## src/rtl/led_matrix_scanner_if.sv

```systemverilog
// Display bundle between the sequencer core and the LED matrix scanner.
// The core drives enable/pattern/playhead and the scanner returns the matrix lines.
interface led_matrix_scanner_if #(
    parameter int NUM_BEATS = 16
);
    logic                   enable;
    logic [NUM_BEATS*4-1:0] beats;
    logic [3:0]             beat_count;
    logic [3:0]             row_outputs;
    logic [3:0]             col_outputs;
    logic                   frame_done;

    modport master (
        output enable,
        output beats,
        output beat_count,
        input  row_outputs,
        input  col_outputs,
        input  frame_done
    );

    modport slave (
        input  enable,
        input  beats,
        input  beat_count,
        output row_outputs,
        output col_outputs,
        output frame_done
    );
endinterface

```

## src/rtl/led_matrix_scanner.sv

```systemverilog
// Row-multiplexed 4x4 LED matrix driver with a blanking gap per row
// slot and a blinking playhead step.
module led_matrix_scanner #(
    parameter int ROW_TICKS   = 3000,
    parameter int BLANK_TICKS = 60,
    parameter int BLINK_TICKS = 3_000_000
) (
    input  logic                clk,
    input  logic                rst_n,
    led_matrix_scanner_if.slave bus
);
    localparam int CW = $clog2(ROW_TICKS);
    localparam int BW = $clog2(BLINK_TICKS);
    localparam logic [CW-1:0] BLANK_LAST = CW'(BLANK_TICKS - 1);
    localparam logic [CW-1:0] ROW_LAST   = CW'(ROW_TICKS - 1);
    localparam logic [BW-1:0] BLINK_LAST = BW'(BLINK_TICKS - 1);

    typedef enum logic {
        BLANK,
        DRIVE
    } state_t;

    state_t        state, state_n;
    logic [CW-1:0] cnt, cnt_n;
    logic [1:0]    row_idx, row_n;
    logic [3:0]    vec, vec_n;
    logic [3:0]    shown;
    logic [3:0]    rows, rows_n;
    logic [3:0]    cols, cols_n;
    logic          done, done_n;
    logic [BW-1:0] blink_cnt;
    logic          blink_phase;

    always_ff @(posedge clk or negedge rst_n) begin
        if (!rst_n) begin
            blink_cnt   <= '0;
            blink_phase <= 1'b0;
        end else if (blink_cnt == BLINK_LAST) begin
            blink_cnt   <= '0;
            blink_phase <= ~blink_phase;
        end else begin
            blink_cnt <= blink_cnt + 1'b1;
        end
    end

    // Column vector for the current row: lit steps, playhead inverted.
    always_comb begin
        logic [3:0] step;
        step  = 4'd0;
        shown = 4'd0;
        for (int c = 0; c < 4; c++) begin
            step     = {row_idx, 2'(c)};
            shown[c] = (bus.beats[{step, 2'b00} +: 4] != 4'd0)
                     ^ (blink_phase && (step == bus.beat_count));
        end
    end

    always_comb begin
        state_n = state;
        cnt_n   = cnt + 1'b1;
        row_n   = row_idx;
        vec_n   = vec;
        rows_n  = 4'b0000;
        cols_n  = 4'b1111;
        done_n  = 1'b0;
        if (!bus.enable) begin
            state_n = BLANK;
            cnt_n   = '0;
            row_n   = 2'd0;
        end else begin
            unique case (state)
                BLANK: begin
                    if (cnt == BLANK_LAST) begin
                        state_n = DRIVE;
                        vec_n   = shown;
                        rows_n  = 4'b0001 << row_idx;
                        cols_n  = ~shown;
                    end
                end
                DRIVE: begin
                    if (cnt == ROW_LAST) begin
                        state_n = BLANK;
                        cnt_n   = '0;
                        row_n   = row_idx + 2'd1;
                        done_n  = (row_idx == 2'd3);
                    end else begin
                        rows_n = 4'b0001 << row_idx;
                        cols_n = ~vec;
                    end
                end
            endcase
        end
    end

    always_ff @(posedge clk or negedge rst_n) begin
        if (!rst_n) begin
            state   <= BLANK;
            cnt     <= '0;
            row_idx <= 2'd0;
            vec     <= 4'd0;
            rows    <= 4'b0000;
            cols    <= 4'b1111;
            done    <= 1'b0;
        end else begin
            state   <= state_n;
            cnt     <= cnt_n;
            row_idx <= row_n;
            vec     <= vec_n;
            rows    <= rows_n;
            cols    <= cols_n;
            done    <= done_n;
        end
    end

    assign bus.row_outputs = rows;
    assign bus.col_outputs = cols;
    assign bus.frame_done  = done;
endmodule

```

## src/flat_wrapper.sv

```systemverilog
// flat-port wrapper written by rule: the top's interface ports become plain ports
module led_matrix_scanner_flat 
#(
    parameter int ROW_TICKS   = 3000,
    parameter int BLANK_TICKS = 60,
    parameter int BLINK_TICKS = 3_000_000
)
  (clk, rst_n, bus_enable, bus_beats, bus_beat_count, bus_row_outputs, bus_col_outputs, bus_frame_done);
  led_matrix_scanner_if #(.NUM_BEATS(16)) bus_i ();
  input  logic clk;
  input  logic rst_n;
  input wire logic [$bits(bus_i.enable)-1:0] bus_enable;
  input wire logic [$bits(bus_i.beats)-1:0] bus_beats;
  input wire logic [$bits(bus_i.beat_count)-1:0] bus_beat_count;
  output wire logic [$bits(bus_i.row_outputs)-1:0] bus_row_outputs;
  output wire logic [$bits(bus_i.col_outputs)-1:0] bus_col_outputs;
  output wire logic [$bits(bus_i.frame_done)-1:0] bus_frame_done;
  assign bus_i.enable = bus_enable;
  assign bus_i.beats = bus_beats;
  assign bus_i.beat_count = bus_beat_count;
  assign bus_row_outputs = bus_i.row_outputs;
  assign bus_col_outputs = bus_i.col_outputs;
  assign bus_frame_done = bus_i.frame_done;
  led_matrix_scanner #(.ROW_TICKS(ROW_TICKS), .BLANK_TICKS(BLANK_TICKS), .BLINK_TICKS(BLINK_TICKS)) u_core (.clk(clk), .rst_n(rst_n), .bus(bus_i));
endmodule
```

## config.mk

```make
export PLATFORM = sky130hd
export DESIGN_NAME = led_matrix_scanner_flat
export DESIGN_NICKNAME = d
export VERILOG_FILES = /design/src/rtl/led_matrix_scanner_if.sv /design/src/rtl/led_matrix_scanner.sv /design/src/flat_wrapper.sv
export SDC_FILE = /design/constraint.sdc
export NUM_CORES = 1
export LEC_CHECK = 0
export ABC_CLOCK_PERIOD_IN_PS = 2400
export BUFFER_PORTS_ARGS = -buffer_cell sky130_fd_sc_hd__buf_4
export CAP_MARGIN = 20
export CORE_MARGIN = 2
export CORE_UTILIZATION = 52
export DETAILED_ROUTE_END_ITERATION = 12
export GPL_TIMING_DRIVEN = 0
export HOLD_SLACK_MARGIN = 0.08
export PLACE_DENSITY = 0.8
export SLEW_MARGIN = 40
export SYNTH_ARGS = -nofsm -noshare
export SYNTH_HDL_FRONTEND = slang
export SYNTH_SLANG_ARGS = --single-unit
export TNS_END_PERCENT = 20
```

## constraint.sdc

```tcl
create_clock -name clk -period 2.4 [get_ports clk]
set_input_delay 0.24 -clock clk [delete_from_list [all_inputs] [get_ports clk]]
set_output_delay 0.24 -clock clk [all_outputs]
set_load 0.02 [all_outputs]
```

## After elaboration in Yosys (flattened, before gate mapping)

Cells that the tools add are included.

| storage, ports and cells | value |
|---|---|
| output and inout port bits | 9 |
| word-level logic and storage cells | 67 |
| flip-flop bits (word level) | 51 |

| cells by class | value |
|---|---|
| eq/ne operators | 10 |
| reductions and logical operators | 10 |
| multiplexer cells | 22 |
| bitwise gates (word level) | 8 |
| shift-type cells | 5 |
| add/subtract/negate cells | 3 |

Operator list:

| operator | number |
|---|---|
| $shiftx A64 B7 Y4 | 4 |
| $mux W12 | 3 |
| $mux W4 | 6 |
| $add A22 B1 Y22 const B | 1 |
| $eq A22 B22 Y1 const B | 1 |
| $mux W22 | 1 |
| $eq A4 B4 Y1 | 4 |
| $pmux W4 S2 | 2 |
| $reduce_bool A4 Y1 | 4 |
| $add A12 B1 Y12 const B | 1 |
| $eq A12 B12 Y1 const B | 1 |
| $eq A12 B6 Y1 const B | 1 |
| $not A4 Y4 | 2 |
| $mux W1 | 6 |
| $mux W2 | 3 |
| $logic_and A1 B1 Y1 | 4 |
| $ne A2 B1 Y1 const B | 2 |
| $shl A1 B2 Y4 const A | 1 |
| $xor A1 B1 Y1 | 4 |
| $reduce_and A3 Y1 | 1 |
| $add A2 B1 Y2 const B | 1 |
| $eq A2 B2 Y1 const B | 1 |
| $not A1 Y1 | 2 |
| $pmux W1 S2 | 1 |
| $reduce_and A2 Y1 | 1 |

## Depth between registers and ports, before layout

Gate-level depths: netlist of the first run.

| logic depth | value |
|---|---|
| depth after elaboration | 7 |
| depth in mapped cells | 6 |
| mapped depth without buffers | 5 |

## Worst setup path after synthesis of the first run

OpenSTA, ideal clock, no wires.

| path | value |
|---|---|
| path type | register to register |
| start point | register u_core.cnt[0] |
| end point | register u_core.row_idx[0] |
| buffers on the path | 0 |
| arrival | 1,704 ps |
| setup time | 125 ps |
| data required time | 2,275 ps |
| slack | 572 ps |
| stages on the path, launching flop included | 6 |
| path through | dfrtp_1 -> ha_1 -> or3b_1 -> o41ai_4 -> inv_1 -> mux2_2 |

| on the way | value |
|---|---|
| longest elaborated chain between the ends | 3 |

Ends and longest elaborated chain:

| item | line | RTL |
|---|---|---|
| start: declaration | led_matrix_scanner.sv:24 | `logic [CW-1:0] cnt, cnt_n;` |
| start signal: assignment | led_matrix_scanner.sv:106 | `cnt <= cnt_n;` |
| $eq A12 B12 Y1 | led_matrix_scanner.sv:81 | `if (cnt == ROW_LAST) begin` |
| $ne A2 B1 Y1 (no line) | - |  |
| $reduce_and A2 Y1 (no line) | - |  |
| end signal: assignment | led_matrix_scanner.sv:107 | `row_idx <= row_n;` |
| end: declaration | led_matrix_scanner.sv:25 | `logic [1:0] row_idx, row_n;` |

Every way passes these cells.
A chain may end at the register's enable or synchronous reset.

## Final worst setup path of the first run

Ends and elaborated chain as after synthesis.

==> results.ini, run 1 <==
[run_status]
outcome = finished, final reports clean

[yosys]
seq_area_frac_synth_pct = 47.5
syn_avg_cell_area_sq_um = 10.5
synth-async-reset-ratio_pct = 100
synth_area_leaders = dfrtp_1 (44%), xor2_1 (5.2%), nor4_1 (4.6%), xnor2_1 (4.2%), dfstp_2 (3.9%)
synthesis.nets = 333
synthTopCellsByCount = dfrtp_1 (47), nor2_1 (22), nor4_1 (20)
syn_inst = 256
syn_area_sq_um = 2700
yosysMostFrequentCell = dfrtp_1
synth_edf_count = 0
yosysWarnings = 0
ys.flop_type = dfrtp_1
synth_cell_types = 44
yosys.area.top_type = dfrtp_1
ys_seq_elements = 51
yosysTopAreaCellShare_pct = 43.6

[cts]
clock_latency_ns = 0.31
clk_pin_slew_ns = 0.09
ctsHoldBuffers = 1
cts_tree = built
cts_buffers = 5
cts-root-buf = clkbuf_8
cts_max_path_buffers = 2
cts_post_setup_buffers_inserted = 0
ctsResizeCount = 0
cts.sinks = 51
htreeDepth = 2

[power_and_ir_drop]
clockPowerShare_pct = 32.9
switchingPower_w = 0.000346
p_per_area_nw_per_um2 = 433
power_w = 0.00150
switching_share_pct = 23.1
p_comb_share_pct = 9.4
p_seq_share_pct = 57.7
p_leak_nw = 1.56
irDropWorstVdd_v = 0.000254
p_int_w = 0.00116

[worst_setup_path]
reg2reg_depth = 5
path_delay_family = compound AO/OA/AOI/OAI gates
crit_cells = 5
cp.arrival_ns = 2.20
r2r_slack_ns = 0.40
worst-path-max-fanout = 4
rr_endpoint = u_core.row_idx[0]
cpMaxStageDelayCell = o41ai_4
critical_path.startpoint = u_core.cnt[0]
worstSetupStartpointType = flop
crit_type = flop to flop
r2r_start = u_core.cnt[0]
crit_path_end_kind = flop
crit_required_ns = 2.59
critPathBufInv = 1
cpPeakStageDelay_ns = 0.42
path_cells = ha_1, or3b_1, o41ai_4, inv_1, mux2_2
critPathCapture = u_core.row_idx[0]

[placed_design]
place.gp.congestion = 0.761
place_ws_ns = 0.440
io_buffers = 79
placed_cells = 405
dp_hpwl_um = 4610

[final_layout]
nets = 420
final_cells = 414
drive_gt1_share_pct = 30.8
diodes = 0
area_delta_synth_final_pct = 28.8

[global_routing]
overflow = 0
grt_max_degree = 52
grt_pass1_wl_um = 10200
top_usage_layer = met2
gr-usage-all-layers_pct = 21.7
met1_usage_pct = 25.4
antenna_found_initial = 0
grt_pass1_vias = 2321
use_met2_pct = 39.0
use_met3_pct = 5.69

[detailed_routing]
dr.first_iter.drc_count = 86
detail-route-antenna-nets = 0
viasPerCell = 5.43
routed_wl_um = 6030
routedWlPerCell_um = 14.6
drc = 0
drtPass1Iterations = 4
vias = 2250

[timing]
setup_slack_ns = 0.396
hold_viol = 0
fmax_mhz = 499
layout_min_cycle_time_ns = 2.00
fin_tns_setup_ns = 0
finalCritPeriodShare_pct = 83.5
setup_violations = 0
drv_slew = 0
rsz0062_at_grt = false
slew_headroom_pct = 54.7
fin_worst_skew_ns = 0.00738
holdWs_ns = 0.198
worst_slew_pin_slew_ns = 0.677

[die]
ios = 80
initial_core_util_pct = 53.5
core-area_sq_um = 5040
die-area_sq_um = 5780
placementRows = 26
fp.dieW_um = 76.0
fp.dieH_um = 76.0

[hold_path]
hold_path.class = input pin to flop

[flow_run]
max_cap_violations = 0

-- final cells by class --
type / count / area [sq um]
clock buffers: 6 / 72.6
fillers: 406 / 1570
flip-flops and latches: 51 / 1280
multi-input cells: 191 / 1360
plain buffers: 5 / 22.5
clock inverters: 2 / 12.5
well taps: 70 / 87.6
inverters: 9 / 33.8
repair buffers: 80 / 603
-- how the worst min path moves through the flow --
stage,startpoint,endpoint,slack [ns],cells past startpoint
CTS,bus_enable,u_core.cnt[6],0.19,3
floorplan,rst_n,u_core.blink_cnt[0],-0.06,0
finish,bus_enable,u_core.cnt[6],0.20,3
detailed placement,rst_n,u_core.blink_cnt[16],0.30,1
global placement,rst_n,u_core.blink_cnt[15],0.30,1
global route,bus_enable,u_core.cnt[6],0.19,3
-- layer usage --
layer	vias up	share of wire (%)
met4	0	1.0
li1	1112	-
met3	5	6.0
met1	1061	40
met5	-	0
met2	72	53
-- state kept, by name, indices dropped and copies added (netlist names) --
signal	cells
u_core.blink_cnt	22
u_core.blink_phase	1
u_core.bus.col_outputs	4
u_core.bus.frame_done	1
u_core.bus.row_outputs	4
u_core.cnt	12
u_core.row_idx	2
u_core.state	1
u_core.vec	4
-- power groups by stage --
| stage | Combinational [W] | Sequential, W | Clock, W |
|---|---|---|---|
| floorplan | 0.0000289 | 0.000883 | 0 |
| CTS | 0.000144 | 0.000868 | 0.000504 |
| global placement | 0.000139 | 0.000884 | 0 |
| finish | 0.000141 | 0.000868 | 0.000494 |
| detailed placement | 0.000142 | 0.000884 | 0 |
| global route | 0.000156 | 0.000868 | 0.000524 |
-- through the flow --
stage               instance area [sq um]  util, %
detailed placement                   3380     67.0
global placement                     3380     67.0
CTS                                  3470     68.9
global route                         3470     68.9
finish                               3470     68.9
floorplan                            2700        -
-- placed cells by master, fill, tap and decap left out, drive strengths merged, types with 4 or more instances in the layout --
cell type  instances
nand3             16
a21oi              6
and2               8
buf               82
or3                7
and4               4
dfstp              4
nor3              10
mux4               4
nand2             11
mux2               5
nor2              23
nor4              20
o21ai              7
xor2              16
ha                 6
clkbuf             8
inv                8
dfrtp             47
xnor2             13
nand4              6
-- cells by family (layout without fill, tap and decap cells) --
group,after synthesis,count (layout),share of synthesized area [%]
AND/OR/NAND/NOR,120,120,25.1
flip-flops,51,51,47.5
XOR/XNOR,29,29,9.42
AO/OA/AOI/OAI,24,24,6.54
buffers and inverters,14,102,2.09
multiplexers,12,12,6.54
adder cells (fa/ha/maj),6,6,2.78
-- tightest hold or removal path, stage by stage --
cell	delay (ns)
buf_4	0.13
o41ai_4	0.06
a21oi_1	0.04
Power figures use the tool's default switching activity.
==> run 2: changes to the inputs <==
--- a/config.mk
+++ b/config.mk
@@ -5,15 +5,15 @@
 export SDC_FILE = /design/constraint.sdc
 export NUM_CORES = 1
 export LEC_CHECK = 0
-export ABC_CLOCK_PERIOD_IN_PS = 2400
+export ABC_CLOCK_PERIOD_IN_PS = 1600
 export BUFFER_PORTS_ARGS = -buffer_cell sky130_fd_sc_hd__buf_4
 export CAP_MARGIN = 20
 export CORE_MARGIN = 2
-export CORE_UTILIZATION = 52
+export CORE_UTILIZATION = 47
 export DETAILED_ROUTE_END_ITERATION = 12
 export GPL_TIMING_DRIVEN = 0
 export HOLD_SLACK_MARGIN = 0.08
-export PLACE_DENSITY = 0.8
+export PLACE_DENSITY = 0.77
 export SLEW_MARGIN = 40
 export SYNTH_ARGS = -nofsm -noshare
 export SYNTH_HDL_FRONTEND = slang
==> constraint.sdc (replaced) <==
create_clock -name clk -period 1.6 [get_ports clk]
set_input_delay 0.16 -clock clk [delete_from_list [all_inputs] [get_ports clk]]
set_output_delay 0.16 -clock clk [all_outputs]
set_load 0.02 [all_outputs]
==> run 2 against run 1 <==
The flow now finishes with violations (setup timing). Combinational power is 79% higher. Clock-buffer cell count is 1 lower. Cell count is 2.7% higher. Global-route usage is 0.84 points higher. Critical path depth is 1 higher. Sequential cell count stayed put. Non-clock buffer count is 9 higher. Sequential share of layout area is 2.3 points lower. Total power is 63% higher. Final area is 7.0% higher.
==> results.ini, run 2 (synthesized netlist as in run 1, its figures left out) <==
[detailed_routing]
routed_wl_um = 6680
viasPerCell = 5.58
vias = 2373
maxUsedRoutingLayer = met4
dr.first_iter.drc_count = 104
drc = 0
met3WireLength_um = 300
drtPass1Iterations = 4
detail-route-antenna-nets = 0
wl_met1_um = 2620
met2_wirelength_um = 3710
routedWlPerCell_um = 15.7

[placed_design]
dp_hpwl_um = 4810
io_buffers = 79
place.gp.congestion = 0.856
place_ws_ns = -0.251

[final_layout]
top_regs = u_core.blink_cnt: 22 flops, u_core.cnt: 12 flops
top_register = u_core.blink_cnt
final_common_cell = buf_4
layout_common_cells = buf_4 (88), dfrtp_1 (45), nor4_1 (19), nor2_1 (19), nand3_1 (15)
area_delta_synth_final_pct = 37.8
largest_reg_flops = 22
diodes = 0
nets = 429
fillCellCount = 433
drive_gt1_share_pct = 38.5

[cts]
cts_buffers = 5
cts-root-buf = clkbuf_8
cts_tree = built
clk_pin_slew_ns = 0.09
clock_latency_ns = 0.30
htreeDepth = 2
cts_max_path_buffers = 2
cts.sinks = 51

[worst_setup_path]
path_cells = ha_4, or3b_4, o41ai_4, buf_4, inv_2, mux2_2
worstSetupStartpointType = flop
crit_type = flop to flop
crit_required_ns = 1.79
worst-path-max-fanout = 3
r2r_slack_ns = -0.18
cpPeakStageDelay_ns = 0.41
critical_path.startpoint = u_core.cnt[0]
r2r_start = u_core.cnt[0]
cp.arrival_ns = 1.97
cpMaxStageDelayCell = dfrtp_1
crit_path_end_kind = flop

[timing]
setup_slack_ns = -0.178
slew_headroom_pct = 58.0
hold_viol = 0
rsz0062_at_grt = true
drv_slew = 0
layout_min_cycle_time_ns = 1.78
fin_worst_skew_ns = 0.00795
finalCritPeriodShare_pct = 111
setup_violations = 28
fmax_mhz = 562
worst_slew_pin_slew_ns = 0.630

[hold_path]
hold_path.class = input pin to flop
hold_start = bus_enable

[global_routing]
grt_pass1_wl_um = 11300
antenna_found_initial = 0
grt_pass1_vias = 2453
gr-usage-all-layers_pct = 22.6
overflow = 0
grt_max_degree = 52

[die]
fp.dieW_um = 79.7
core-area_sq_um = 5540
die-area_sq_um = 6360
initial_core_util_pct = 48.7
placementRows = 27
ios = 80
fp.dieH_um = 79.7

[run_status]
outcome = finished with violations
violations = setup timing

[power_and_ir_drop]
p_per_area_nw_per_um2 = 658
power_w = 0.00245
irDropWorstVdd_v = 0.000441
p_leak_nw = 1.66

[flow_run]
max_cap_violations = 0

## run 2: cell count changes in the layout (fill, tap and decap cells not counted), sizes merged
| cell | change |
|---|---|
| inv | -1 |
| bufinv | +1 |
| clkinvlp | -1 |
| buf | +9 |
| clkbuf | -1 |
| clkinv | +2 |
## run 2: what timing repair did
action,in CTS,in global routing
setup buffers,6,3
pin swaps,5,3
setup endpoints to repair,36,42
hold buffers,1,0
gates cloned,1,0
endpoints found under the hold margin,47,0
resized for setup,19,15
## run 2: where the power goes
| part | internal (W) | leakage, nW | switching (W) | total (W) |
|---|---|---|---|---|
| logic | 0.000158 | 0.927 | 0.0000934 | 0.000252 |
| registers | 0.00129 | 0.679 | 0.00000746 | 0.00130 |
| clock network | 0.000466 | 0.0581 | 0.000426 | 0.000892 |
## run 2: final timing paths
path,to,depth (start not counted)
max in group asynchronous,u_core.row_idx[1],2
hold / removal,u_core.state,4
setup reg to reg,u_core.row_idx[0],6
min in group asynchronous,u_core.blink_cnt[19],2
hold reg to reg,u_core.bus.col_outputs[1],1
setup / recovery,u_core.row_idx[0],6
## run 2: metal layers
metal | track usage (%) | vias up
met1 | 26.1 | 1155
met4 | 4.58 | 0
met5 | 0 | -
met2 | 43.4 | 81
met3 | 3.85 | 4
li1 | - | 1133
## run 2: layout make-up
type / count / area (sq um) / share of cell area [%]
Buffer: 4 / 27.5 / 0.741
Clock buffer: 5 / 68.8 / 1.85
Clock inverter: 3 / 43.8 / 1.18
Inverter: 9 / 38.8 / 1.04
Multi-Input combinational cell: 191 / 1460 / 39.3
Sequential cell: 51 / 1280 / 34.6
Tap cell: 72 / 90.1 / 2.43
Timing Repair Buffer: 90 / 702 / 18.9
## run 2: worst max-delay path: cells and delay by family, from the launching register on
family / cells / cell delay [ns]
flops: 1 / 0.41
fa+ha+maj: 1 / 0.16
simple gates: 1 / 0.38
compound gates: 1 / 0.24
mux: 1 / 0.25
buf+inv: 2 / 0.24
## run 2: through the flow
step | util [%] | area [sq um] | hold slack [ns] | TNS, ns | std cells
6_report | 67.1 | 3710 | 0.324 | -2.25 | 425
2_1_floorplan | - | 2700 | -0.136 | -0.959 | 256
3_3_place_gp | 61.1 | 3380 | 0.216 | -5.85 | 407
3_5_place_dp | 61.1 | 3380 | 0.223 | -6.92 | 407
5_1_grt | 67.1 | 3710 | 0.310 | -3.82 | 425
4_1_cts | 65.6 | 3630 | 0.293 | -2.50 | 423
==> run 3: changes to the inputs <==
--- a/config.mk
+++ b/config.mk
@@ -14,6 +14,7 @@
 export GPL_TIMING_DRIVEN = 0
 export HOLD_SLACK_MARGIN = 0.08
 export PLACE_DENSITY = 0.77
+export RECOVER_POWER = 50
 export SLEW_MARGIN = 40
 export SYNTH_ARGS = -nofsm -noshare
 export SYNTH_HDL_FRONTEND = slang
==> run 3 against run 2 <==
The flow still finishes with violations (setup timing). Clock power about the same. Setup slack improved by 0.0012 ns. Via count down 0.34%. Sequential cell count unchanged. Clock skew rose by 0.0016 ns. Critical path type unchanged. Clock-buffer cell count unchanged.
==> results.ini, run 3 (synthesized netlist as in run 1, its figures left out) <==
[run_status]
outcome = finished with violations
violations = setup timing

[global_routing]
antenna_found_initial = 0
grt_pass1_wl_um = 11300
grt_max_degree = 52
gr-usage-all-layers_pct = 22.6
overflow = 0
grt_pass1_vias = 2453

[detailed_routing]
vias = 2365
dr.first_iter.drc_count = 97
drtPass1Iterations = 4
met2_wirelength_um = 3700
routed_wl_um = 6660
met3WireLength_um = 301
detail-route-antenna-nets = 0
viasPerCell = 5.56
maxUsedRoutingLayer = met4
drc = 0
wl_met1_um = 2600
routedWlPerCell_um = 15.7

[final_layout]
fillCellCount = 434
multi_input_area_sq_um = 1460
final_common_cell = buf_4
nets = 429
top_register = u_core.blink_cnt
layout_common_cells = buf_4 (87), dfrtp_1 (45), nor4_1 (19), nor2_1 (19), nand3_1 (15)
largest_reg_flops = 22
drive_gt1_share_pct = 38.5
area_delta_synth_final_pct = 37.7
seq_area_sq_um = 1280
top_regs = u_core.blink_cnt: 22 flops, u_core.cnt: 12 flops
diodes = 0
final_cells = 425

[cts]
clock_latency_ns = 0.30
cts-root-buf = clkbuf_8
cts_max_path_buffers = 2
cts_tree = built
cts.sinks = 51
clk_pin_slew_ns = 0.09
cts_buffers = 5
htreeDepth = 2

[worst_setup_path]
worstSetupStartpointType = flop
r2r_slack_ns = -0.18
r2r_start = u_core.cnt[0]
crit_path_end_kind = flop
path_cells = ha_4, or3b_4, o41ai_4, buf_4, inv_2, mux2_2
cp.arrival_ns = 1.96
path_delay_family = flip-flops
crit_required_ns = 1.79
reg2reg_depth = 6
cpPeakStageDelay_ns = 0.40
cpMaxStageDelayCell = dfrtp_1
crit_type = flop to flop
worst-path-max-fanout = 3
rr_endpoint = u_core.row_idx[0]
critPathBufInv = 2

[die]
ios = 80
placementRows = 27
die-area_sq_um = 6360
initial_core_util_pct = 48.7
fp.dieW_um = 79.7
core-area_sq_um = 5540
fp.dieH_um = 79.7

[timing]
rsz0062_at_grt = true
fin_tns_setup_ns = -2.24
setup_violations = 28
hold_viol = 0
fmax_mhz = 563
worst_slew_pin_slew_ns = 1.23
slew_headroom_pct = 18.0
fin_worst_skew_ns = 0.00953
drv_slew = 0
layout_min_cycle_time_ns = 1.78
finalCritPeriodShare_pct = 111
setup_slack_ns = -0.177

[hold_path]
min_to = u_core.state
worstHoldPathCells = 4
hold_path.class = input pin to flop
hold_start = bus_enable

[placed_design]
place.gp.congestion = 0.856
io_buffers = 79
placed_cells = 407
dp_hpwl_um = 4810

[power_and_ir_drop]
irDropWorstVdd_v = 0.000434
p_leak_nw = 1.66
p_per_area_nw_per_um2 = 658

[flow_run]
max_cap_violations = 0

## run 3: cell count changes in the layout (fill, tap and decap cells not counted)
| cell | before | now |
|---|---|---|
| buf_4 | 88 | 87 |
| clkbuf_2 | 1 | 2 |
## run 3: how the worst max path moves through the flow
stage               slack [ns]                        end  depth (start not counted)           from
floorplan                -0.10          u_core.row_idx[0]                          5  u_core.cnt[0]
global route             -0.22  u_core.bus.row_outputs[1]                          6  u_core.cnt[0]
global placement         -0.24          u_core.row_idx[0]                          5  u_core.cnt[0]
finish                   -0.18          u_core.row_idx[0]                          6  u_core.cnt[0]
detailed placement       -0.25          u_core.row_idx[0]                          5  u_core.cnt[0]
CTS                      -0.17          u_core.row_idx[0]                          6  u_core.cnt[1]
## run 3: routing by layer
metal / GRT usage [%] / vias up
li1: - / 1127
met1: 26.1 / 1151
met2: 43.4 / 83
met3: 3.85 / 4
met4: 4.58 / 0
met5: 0 / -
## run 3: what timing repair did
action / CTS / global route
endpoints found under the hold margin: 47 / 0
setup buffers: 6 / 3
setup endpoints to repair: 36 / 42
hold buffers: 1 / 0
resized for setup: 19 / 15
pin swaps: 5 / 3
cloned: 1 / 0
## run 3: final cells by class
type	instances	area share (%)
buffer	4	0.741
clock buffer	5	1.85
clock inverter	3	1.18
inverter	9	1.04
multi-input combinational	191	39.3
sequential	51	34.6
tap	72	2.43
timing repair buffer	90	18.8
## run 3: metrics by stage
stage	util (%)	setup slack (ns)	power, W	instance area, sq um	hold slack (ns)
after global routing	67.0	-0.218	0.00253	3710	0.310
after global placement	61.1	-0.238	0.00154	3380	0.216
after detailed placement	61.1	-0.251	0.00155	3380	0.223
after CTS	65.6	-0.167	0.00246	3630	0.293
final	67.0	-0.177	0.00244	3710	0.324
after floorplan	-	-0.100	0.00137	2700	-0.136
## run 3: worst reg2reg max path: stages (launching register included)
cell and delay [ns]:
dfrtp_1 0.40, ha_4 0.16, or3b_4 0.38, o41ai_4 0.24
buf_4 0.20, inv_2 0.04, mux2_2 0.25
## run 3: where the power goes
part	leakage (nW)	internal, W	switching (W)
combinational	0.926	0.000158	0.0000929
sequential	0.679	0.00129	0.00000745
clock	0.0581	0.000466	0.000424
